## config.mk

```make
export PLATFORM = sky130hd
export DESIGN_NAME = control_unit
export DESIGN_NICKNAME = d
export VERILOG_FILES = /design/src/rtl/cpu_pkg.sv /design/src/rtl/control_decode.sv /design/src/rtl/control_unit.sv
export SDC_FILE = /design/constraint.sdc
export NUM_CORES = 1
export LEC_CHECK = 0
export CAP_MARGIN = 20
export CELL_PAD_IN_SITES_DETAIL_PLACEMENT = 1
export CELL_PAD_IN_SITES_GLOBAL_PLACEMENT = 1
export CORE_AREA = 2 2 39 41
export CTS_BUF_LIST = sky130_fd_sc_hd__clkbuf_4 sky130_fd_sc_hd__clkbuf_8 sky130_fd_sc_hd__clkbuf_16
export DETAILED_ROUTE_END_ITERATION = 10
export DIE_AREA = 0 0 41 43
export GPL_TIMING_DRIVEN = 1
export PLACE_DENSITY_LB_ADDON = 0.15
export SLEW_MARGIN = 20
export SYNTH_ARGS = -nofsm -noshare
export SYNTH_HDL_FRONTEND = slang
export SYNTH_SLANG_ARGS = --single-unit
```

## constraint.sdc

```tcl
create_clock -name clk -period 0.97 [get_ports clk]
set_input_delay 0.097 -clock clk [delete_from_list [all_inputs] [get_ports clk]]
set_output_delay 0.097 -clock clk [all_outputs]
set_load 0.01 [all_outputs]
```

## src/rtl/cpu_pkg.sv

```systemverilog
// Shared encodings for the 8-bit CPU: opcodes, ALU operation selects and the
// bundled control word produced by the instruction decoder.
package cpu_pkg;

    typedef enum logic [3:0] {
        OP_NOP   = 4'b0000,
        OP_ADD   = 4'b0001,
        OP_SUB   = 4'b0010,
        OP_LOAD  = 4'b0110,
        OP_STORE = 4'b0111,
        OP_JUMP  = 4'b1111
    } opcode_e;

    typedef enum logic [1:0] {
        ALU_ADD   = 2'b00,
        ALU_SUB   = 2'b01,
        ALU_LOAD  = 2'b10,
        ALU_STORE = 2'b11
    } alu_op_e;

    typedef struct packed {
        alu_op_e alu_op;
        logic    reg_write;
        logic    mem_read;
        logic    mem_write;
        logic    jump;
        logic    illegal_op;
    } ctrl_t;

    localparam ctrl_t CTRL_NOP = '{
        alu_op: ALU_ADD, reg_write: 1'b0, mem_read: 1'b0,
        mem_write: 1'b0, jump: 1'b0, illegal_op: 1'b0
    };

    // Reserved opcodes behave as NOP but are flagged.
    localparam ctrl_t CTRL_ILLEGAL = '{
        alu_op: ALU_ADD, reg_write: 1'b0, mem_read: 1'b0,
        mem_write: 1'b0, jump: 1'b0, illegal_op: 1'b1
    };

endpackage

```

## src/rtl/control_decode.sv

```systemverilog
// Combinational opcode-to-control-word decode; any unlisted opcode is reserved.
module control_decode
    import cpu_pkg::*;
(
    input  logic [3:0] opcode,
    output ctrl_t      ctrl
);

    always_comb begin
        ctrl = CTRL_ILLEGAL;
        case (opcode)
            OP_NOP: ctrl = CTRL_NOP;
            OP_ADD: begin
                ctrl           = CTRL_NOP;
                ctrl.alu_op    = ALU_ADD;
                ctrl.reg_write = 1'b1;
            end
            OP_SUB: begin
                ctrl           = CTRL_NOP;
                ctrl.alu_op    = ALU_SUB;
                ctrl.reg_write = 1'b1;
            end
            OP_LOAD: begin
                ctrl           = CTRL_NOP;
                ctrl.alu_op    = ALU_LOAD;
                ctrl.reg_write = 1'b1;
                ctrl.mem_read  = 1'b1;
            end
            OP_STORE: begin
                ctrl           = CTRL_NOP;
                ctrl.alu_op    = ALU_STORE;
                ctrl.mem_write = 1'b1;
            end
            OP_JUMP: begin
                ctrl      = CTRL_NOP;
                ctrl.jump = 1'b1;
            end
            default: ctrl = CTRL_ILLEGAL;
        endcase
    end

endmodule

```

## src/rtl/control_unit.sv

```systemverilog
// Instruction decoder with a single registered output stage: one-clock latency,
// one decode per cycle, synchronous reset to the NOP control word.
module control_unit
    import cpu_pkg::*;
(
    input  logic       clk,
    input  logic       rst,
    input  logic [3:0] opcode,
    output logic [1:0] alu_op,
    output logic       mem_read,
    output logic       mem_write,
    output logic       reg_write,
    output logic       jump,
    output logic       illegal_op
);

    ctrl_t ctrl_d;
    ctrl_t ctrl_q;

    control_decode u_decode (
        .opcode (opcode),
        .ctrl   (ctrl_d)
    );

    always_ff @(posedge clk) begin
        if (rst) begin
            ctrl_q <= CTRL_NOP;
        end else begin
            ctrl_q <= ctrl_d;
        end
    end

    assign alu_op     = ctrl_q.alu_op;
    assign mem_read   = ctrl_q.mem_read;
    assign mem_write  = ctrl_q.mem_write;
    assign reg_write  = ctrl_q.reg_write;
    assign jump       = ctrl_q.jump;
    assign illegal_op = ctrl_q.illegal_op;

endmodule

```

* Word-level counts from Yosys, hierarchy flattened
Cells that the tools add are included.
Operators by class: add/subtract/negate cells 0, $mul 0, divide/modulo/power cells 0, order comparisons 0, equality and inequality tests 5, shift-type cells 0, mux-type cells 1, bitwise logic cells 0, reduce and logical (&&, ||, !) cells 1
Operators with widths (count):
- one-hot mux 7 bit (6 select lines) | 1
- == test 4 x 3 -> 1 bit (second input constant) | 2
- == test 4 x 1 -> 1 bit (second input constant) | 1
- == test 4 x 2 -> 1 bit (second input constant) | 1
- == test 4 bit (second input constant) | 1
- logical NOT 4 bit | 1
Storage, ports and cells: flip-flop bits (word level) 7, bits in latches 0, memory bits (writable) 0, memory bits (read-only) 0, output and inout port bits 7, logic and storage cells 13, memories 0

* Logic depth before layout (Yosys ltp)
Gate-level depths: netlist of run 1.
depth after elaboration 2, depth in mapped cells 2, depth with buffers taken out 2

* Hierarchy
Synthesis of run 1 repeated with hierarchy kept, for this count alone.
Unflattened totals: cells, all modules 28, area, all modules 286.5 sq um
Modules (own cells, without submodules):
- control_unit | times used 1, cells an instance 14, area each 183.9 sq um, sequential area each 140.1 sq um
- control_decode | times used 1, cells an instance 14, area each 102.6 sq um, sequential area each 0.0 sq um

* Least setup slack after synthesis of run 1
OpenSTA, ideal clock, no wires.
kind input to register, from input port opcode[2], to register ctrl_q, in the netlist reg_write, setup time 0.079 ns, data arrival time 0.629 ns, data required time 0.891 ns, slack 0.261 ns, cell stages on the path 2, path buffers 0, cells stage by stage or3b_1 -> a211oi_2
Between the ends: word-level cells in the longest chain between the ends 2, elaborated cells on any way between the ends 7, those cells by class eq/ne (5); mux (1); reduce/logical (1)
Ends and longest elaborated chain:
- start: declaration | line control_unit.sv:8 | input logic [3:0] opcode,
- == test 4 bit (tied with other cells) | line control_decode.sv:11 | case (opcode)
- one-hot mux 7 bit (6 select lines) * | line control_decode.sv:11
- end signal: assignment | line control_unit.sv:29 | ctrl_q <= ctrl_d;
- end: declaration | line control_unit.sv:18 | ctrl_t ctrl_q;
Mark *: on every way between the ends. The rest lies on a longest branch, timed or not. A chain may end at the register's enable or synchronous reset.

* Worst setup path after layout of run 1
Same ends and word-level chain as after synthesis.

==> reports/qor.yml, run 1 <==
place_area_um2: 443
place.gp.congestion: 0.636
mostFrequentLayoutCell: "dlygate4sd2_1"
place_ws_ps: -272
syn_nets: 28
fin_nets: 51
fp.dieH_um: 43
io_pins: 13
clock-sinks: 7
power.density_nw_per_um2: 1440
fin_ws_ps: 52.2
initial_core_util_pct: 18.6
first_global_vias: 225
min_period_over_period_pct: 94.6
numPortBuffers: 12
syn_area_per_cell_um2: 11.7
finalCriticalPeriod_ps: 918
drt_wl_total_um: 552
grt_pass1_wl_um: 800
clockRootBuffer: "clkbuf_4"
wl_per_cell_um: 9.20
design_area_um2: 465
antenna_found_initial: 0
hold_path.class: "primary input to flop"
syn_to_final_growth_pct: 80.6
ant_nets: 0
critPathKind: "primary input to flop"
worstPathArrival_ps: 1080
layout-drive-gt1-share_pct: 36.4
slowest_stage: "clkdlybuf4s50_1"
worst_pin_slew_ps: 147
avgViaCountPerCell: 3.93
drtIter0Drc: 0
max_stage_delay_ps: 430
leakage_nw: 0.230
clk_pin_slew_ps: 50
required_ps: 1140
ys_seq_area_share_pct: 54.4
clock.fmax_mhz: 1090
maxCapViolations: 0
drt_pass1_iterations: 1
finalSetupViolations: 0
rows: 14
synth_area_um2: 258
fin_setup_tns_ps: 0
run_status: "completed"
end_kind: "flop"
yosys_warnings: 0
die_w_um: 41
start_kind: "primary input"
utilization_pct: 33.6
rsz0062_at_grt: "no"
diodes: 0
slew_headroom_pct: 90.1
maxSlewViolCount: 0
layout_common_cells: "dlygate4sd2_1, dfxtp_1, buf_4"
drc: 0
die-area_um2: 1760
cts_tree: "done"
grt_max_degree: 7
dp_hpwl_um: 490
cts_buffers: 3
finalPower_uw: 671
grt_util_all_layers_pct: 7.24
holdBufCountCts: 0
path_max_fanout: 3
vias: 236
crit_chain: "clkdlybuf4s50_1 -> or3b_1 -> a211oi_2"
coreArea_um2: 1380
htree_levels: 1
netlist_instances: 22
hold_viol: 0
fillers: 170
cts_max_path_buffers: 2
yosysUniqueCellTypes: 15
irDropWorstVdd_v: 0.000410
overflow: 0
ys_seq_elements: 7
metrics by stage:
step	std cells	hold slack, ps
finish	60	230
global route	60	271
CTS	60	302
detailed placement	56	776
global placement	56	767
floorplan	22	162
cell type report:
| type | instances | area (µm²) | area share (%) |
|---|---|---|---|
| flip-flops and latches | 7 | 140 | 30.1 |
| clock buffers | 4 | 30.0 | 6.45 |
| multi-input cells | 15 | 118 | 25.3 |
| repair buffers | 18 | 158 | 33.9 |
| well taps | 16 | 20.0 | 4.30 |
timing repair:
| item | CTS | global route |
|---|---|---|
| gates resized for setup | 8 | 1 |
| endpoints found under the setup margin | 8 | 1 |
| pin swaps | 0 | 1 |
| buffers inserted | 0 | 0 |
| endpoints found under the hold margin | 0 | 0 |
flip-flops by register name, summed over array words and instances, names as in the netlist:
| name | count |
|---|---|
| jump | 1 |
| mem_read | 1 |
| reg_write | 1 |
| mem_write | 1 |
| illegal_op | 1 |
| alu_op | 2 |
final timing paths:
path                         to       from  cells past startpoint
worst min-delay path  reg_write  opcode[1]                      3
worst max-delay path  reg_write  opcode[2]                      3
cell families after synthesis:
group / share of synthesized area [%]
AO/OA/AOI/OAI: 11.2
XOR/XNOR: 3.40
flip-flops: 54.4
AND/OR/NAND/NOR: 31.1
cells in the mapped netlist:
cell type / count / share of area, %
nor2_1: 1 / 1.5
and2b_2: 1 / 3.4
nand2b_1: 2 / 4.9
dfxtp_1: 7 / 54
nor3_1: 1 / 1.9
a211oi_2: 1 / 4.9
a21bo_2: 1 / 3.9
or3b_1: 1 / 3.4
and2_2: 1 / 2.9
xor2_1: 1 / 3.4
or2b_2: 1 / 3.4
nand3_1: 1 / 1.9
a31oi_1: 1 / 2.4
and4bb_2: 1 / 4.9
nand3b_1: 1 / 2.9
worst max-delay path, delay by kind of cell:
family	cells	cell delay, ps
compound gates	1	180
buf+inv	1	430
simple gates	1	370
power breakdown:
part / total (mW) / switching (mW) / internal (mW)
Sequential: 0.299 / 0.00182 / 0.297
Combinational: 0.0918 / 0.0355 / 0.0563
Clock: 0.280 / 0.0962 / 0.184
Total: 0.671 / 0.134 / 0.538
routing by layer:
metal  share of wire, %  global-route usage, %  wire (µm)
met2                 54                   11.6        298
met1                 37                   6.47        206
met3                8.3                      0         46
met5                  0                      0          0
met4                  0                   10.0          0
No activity file was read; power rests on OpenSTA's default activity.
==> inputs of run 2 (changes only) <==
--- a/config.mk
+++ b/config.mk
@@ -14,7 +14,6 @@
 export DIE_AREA = 0 0 41 43
 export GPL_TIMING_DRIVEN = 1
 export PLACE_DENSITY_LB_ADDON = 0.15
-export SLEW_MARGIN = 20
 export SYNTH_ARGS = -nofsm -noshare
 export SYNTH_HDL_FRONTEND = slang
 export SYNTH_SLANG_ARGS = --single-unit
==> constraint.sdc (replaced) <==
create_clock -name clk -period 0.9 [get_ports clk]
set_input_delay 0.09 -clock clk [delete_from_list [all_inputs] [get_ports clk]]
set_output_delay 0.09 -clock clk [all_outputs]
set_load 0.01 [all_outputs]
==> reports/qor.yml, run 2 (synthesis results as in run 1) <==
dp_hpwl_um: 490
drt_wl_total_um: 555
finalSetupViolations: 0
first_global_vias: 230
wl_per_cell_um: 9.25
power.density_nw_per_um2: 1590
end_kind: "flop"
hold_viol: 0
die-area_um2: 1760
grt_util_all_layers_pct: 7.44
worst_pin_slew_ps: 147
drt_pass1_iterations: 1
avgViaCountPerCell: 3.95
dp_cells: 56
maxSlewViolCount: 0
ant_nets: 0
crit_chain: "clkdlybuf4s50_1 -> and4bb_2 -> and2b_2"
place.gp.congestion: 0.636
design_area_um2: 452
slew_headroom_pct: 90.1
path_max_fanout: 3
final_cells: 60
cts_max_path_buffers: 2
post_cts_buffers: 0
layout-drive-gt1-share_pct: 45.5
cts_tree: "done"
rsz0062_at_grt: "no"
syn_to_final_growth_pct: 75.2
clock.fmax_mhz: 1160
worstPathArrival_ps: 1000
io_pins: 13
vias: 237
overflow: 0
required_ps: 1040
max_stage_delay_ps: 470
leakage_nw: 0.210
place_area_um2: 443
cts_buffers: 3
die_w_um: 41
coreArea_um2: 1380
largest_reg_flops: 2
run_status: "completed"
hold_path.class: "primary input to flop"
clockRootBuffer: "clkbuf_4"
critPathKind: "primary input to flop"
mostFrequentLayoutCell: "dfxtp_1"
start_kind: "primary input"
path_delay_family: "buffers and inverters"
drc: 0
place_ws_ps: -335
grt_pass1_wl_um: 821
antenna_found_initial: 0
crit_start: "rst"
rows: 14
fin_nets: 51
diodes: 0
slowest_stage: "clkdlybuf4s50_1"
grt_max_degree: 7
min_period_over_period_pct: 95.8
whs_endpoint: "reg_write"
clk_pin_slew_ps: 50
initial_core_util_pct: 18.6
irDropWorstVdd_v: 0.000441
finalCriticalPeriod_ps: 862
hold_depth: 3
clock-sinks: 7
fin_ws_ps: 37.6
drtIter0Drc: 0
htree_levels: 1
maxCapViolations: 0
min_from: "opcode[3]"
path_buf_inv: 1
numPortBuffers: 12
layout_common_cells: "dfxtp_1, buf_4, clkbuf_4, clkbuf_2"
fp.dieH_um: 43
## run 2: changes by cell type in the layout (fill, tap and decap cells not counted), sizes merged
cell,change
clkdlybuf4s15,+3
clkdlybuf4s50,-2
clkbuf,+4
dlygate4sd2,-5
## run 2: timing repair
action                     4_1_cts  5_1_grt
resized for setup               17        5
gates cloned                     0        0
hold buffers                     0        0
pin swaps                        1        0
setup endpoints to repair        8        7
## run 2: where the power goes
group          total [mW]  switching [mW]  internal [mW]
sequential          0.323         0.00240          0.321
combinational      0.0945          0.0382         0.0563
clock               0.302           0.104          0.198
## run 2: cell type report
cell class | instances | area (µm²)
multi-input cells | 15 | 118
clock buffers | 4 | 30.0
well taps | 16 | 20.0
fillers | 169 | 932
repair buffers | 18 | 144
flip-flops and latches | 7 | 140
## run 2: tightest hold or removal path, delay by kind of cell
family	cells	cell delay [ps]
buffers and inverters	2	240
AO/OA/AOI/OAI	1	30
## run 2: worst max path at each step
| stage | end | slack [ps] | depth (start not counted) |
|---|---|---|---|
| global route | alu_op[0] | 2 | 1 |
| floorplan | reg_write | 200 | 2 |
| global placement | reg_write | -290 | 3 |
| CTS | illegal_op | 0.5 | 4 |
| finish | mem_read | 40 | 3 |
| detailed placement | reg_write | -340 | 3 |
## run 2: routing by layer
| metal | part of all wire, % | global-route usage (%) |
|---|---|---|
| met1 | 37 | 6.80 |
| met2 | 54 | 11.9 |
| met3 | 8.5 | 0 |
| met4 | 0 | 10.0 |
| met5 | 0 | 0 |
## run 2: through the flow
stage / power [mW] / utilization, % / TNS [ps] / hold slack (ps)
5_1_grt: 0.758 / 32.6 / 0 / 184
3_5_place_dp: 0.439 / 32.0 / -1450 / 769
4_1_cts: 0.742 / 33.9 / 0 / 295
3_3_place_gp: 0.435 / 32.0 / -1270 / 760
2_1_floorplan: 0.360 / - / 0 / 155
6_report: 0.720 / 32.6 / 0 / 165
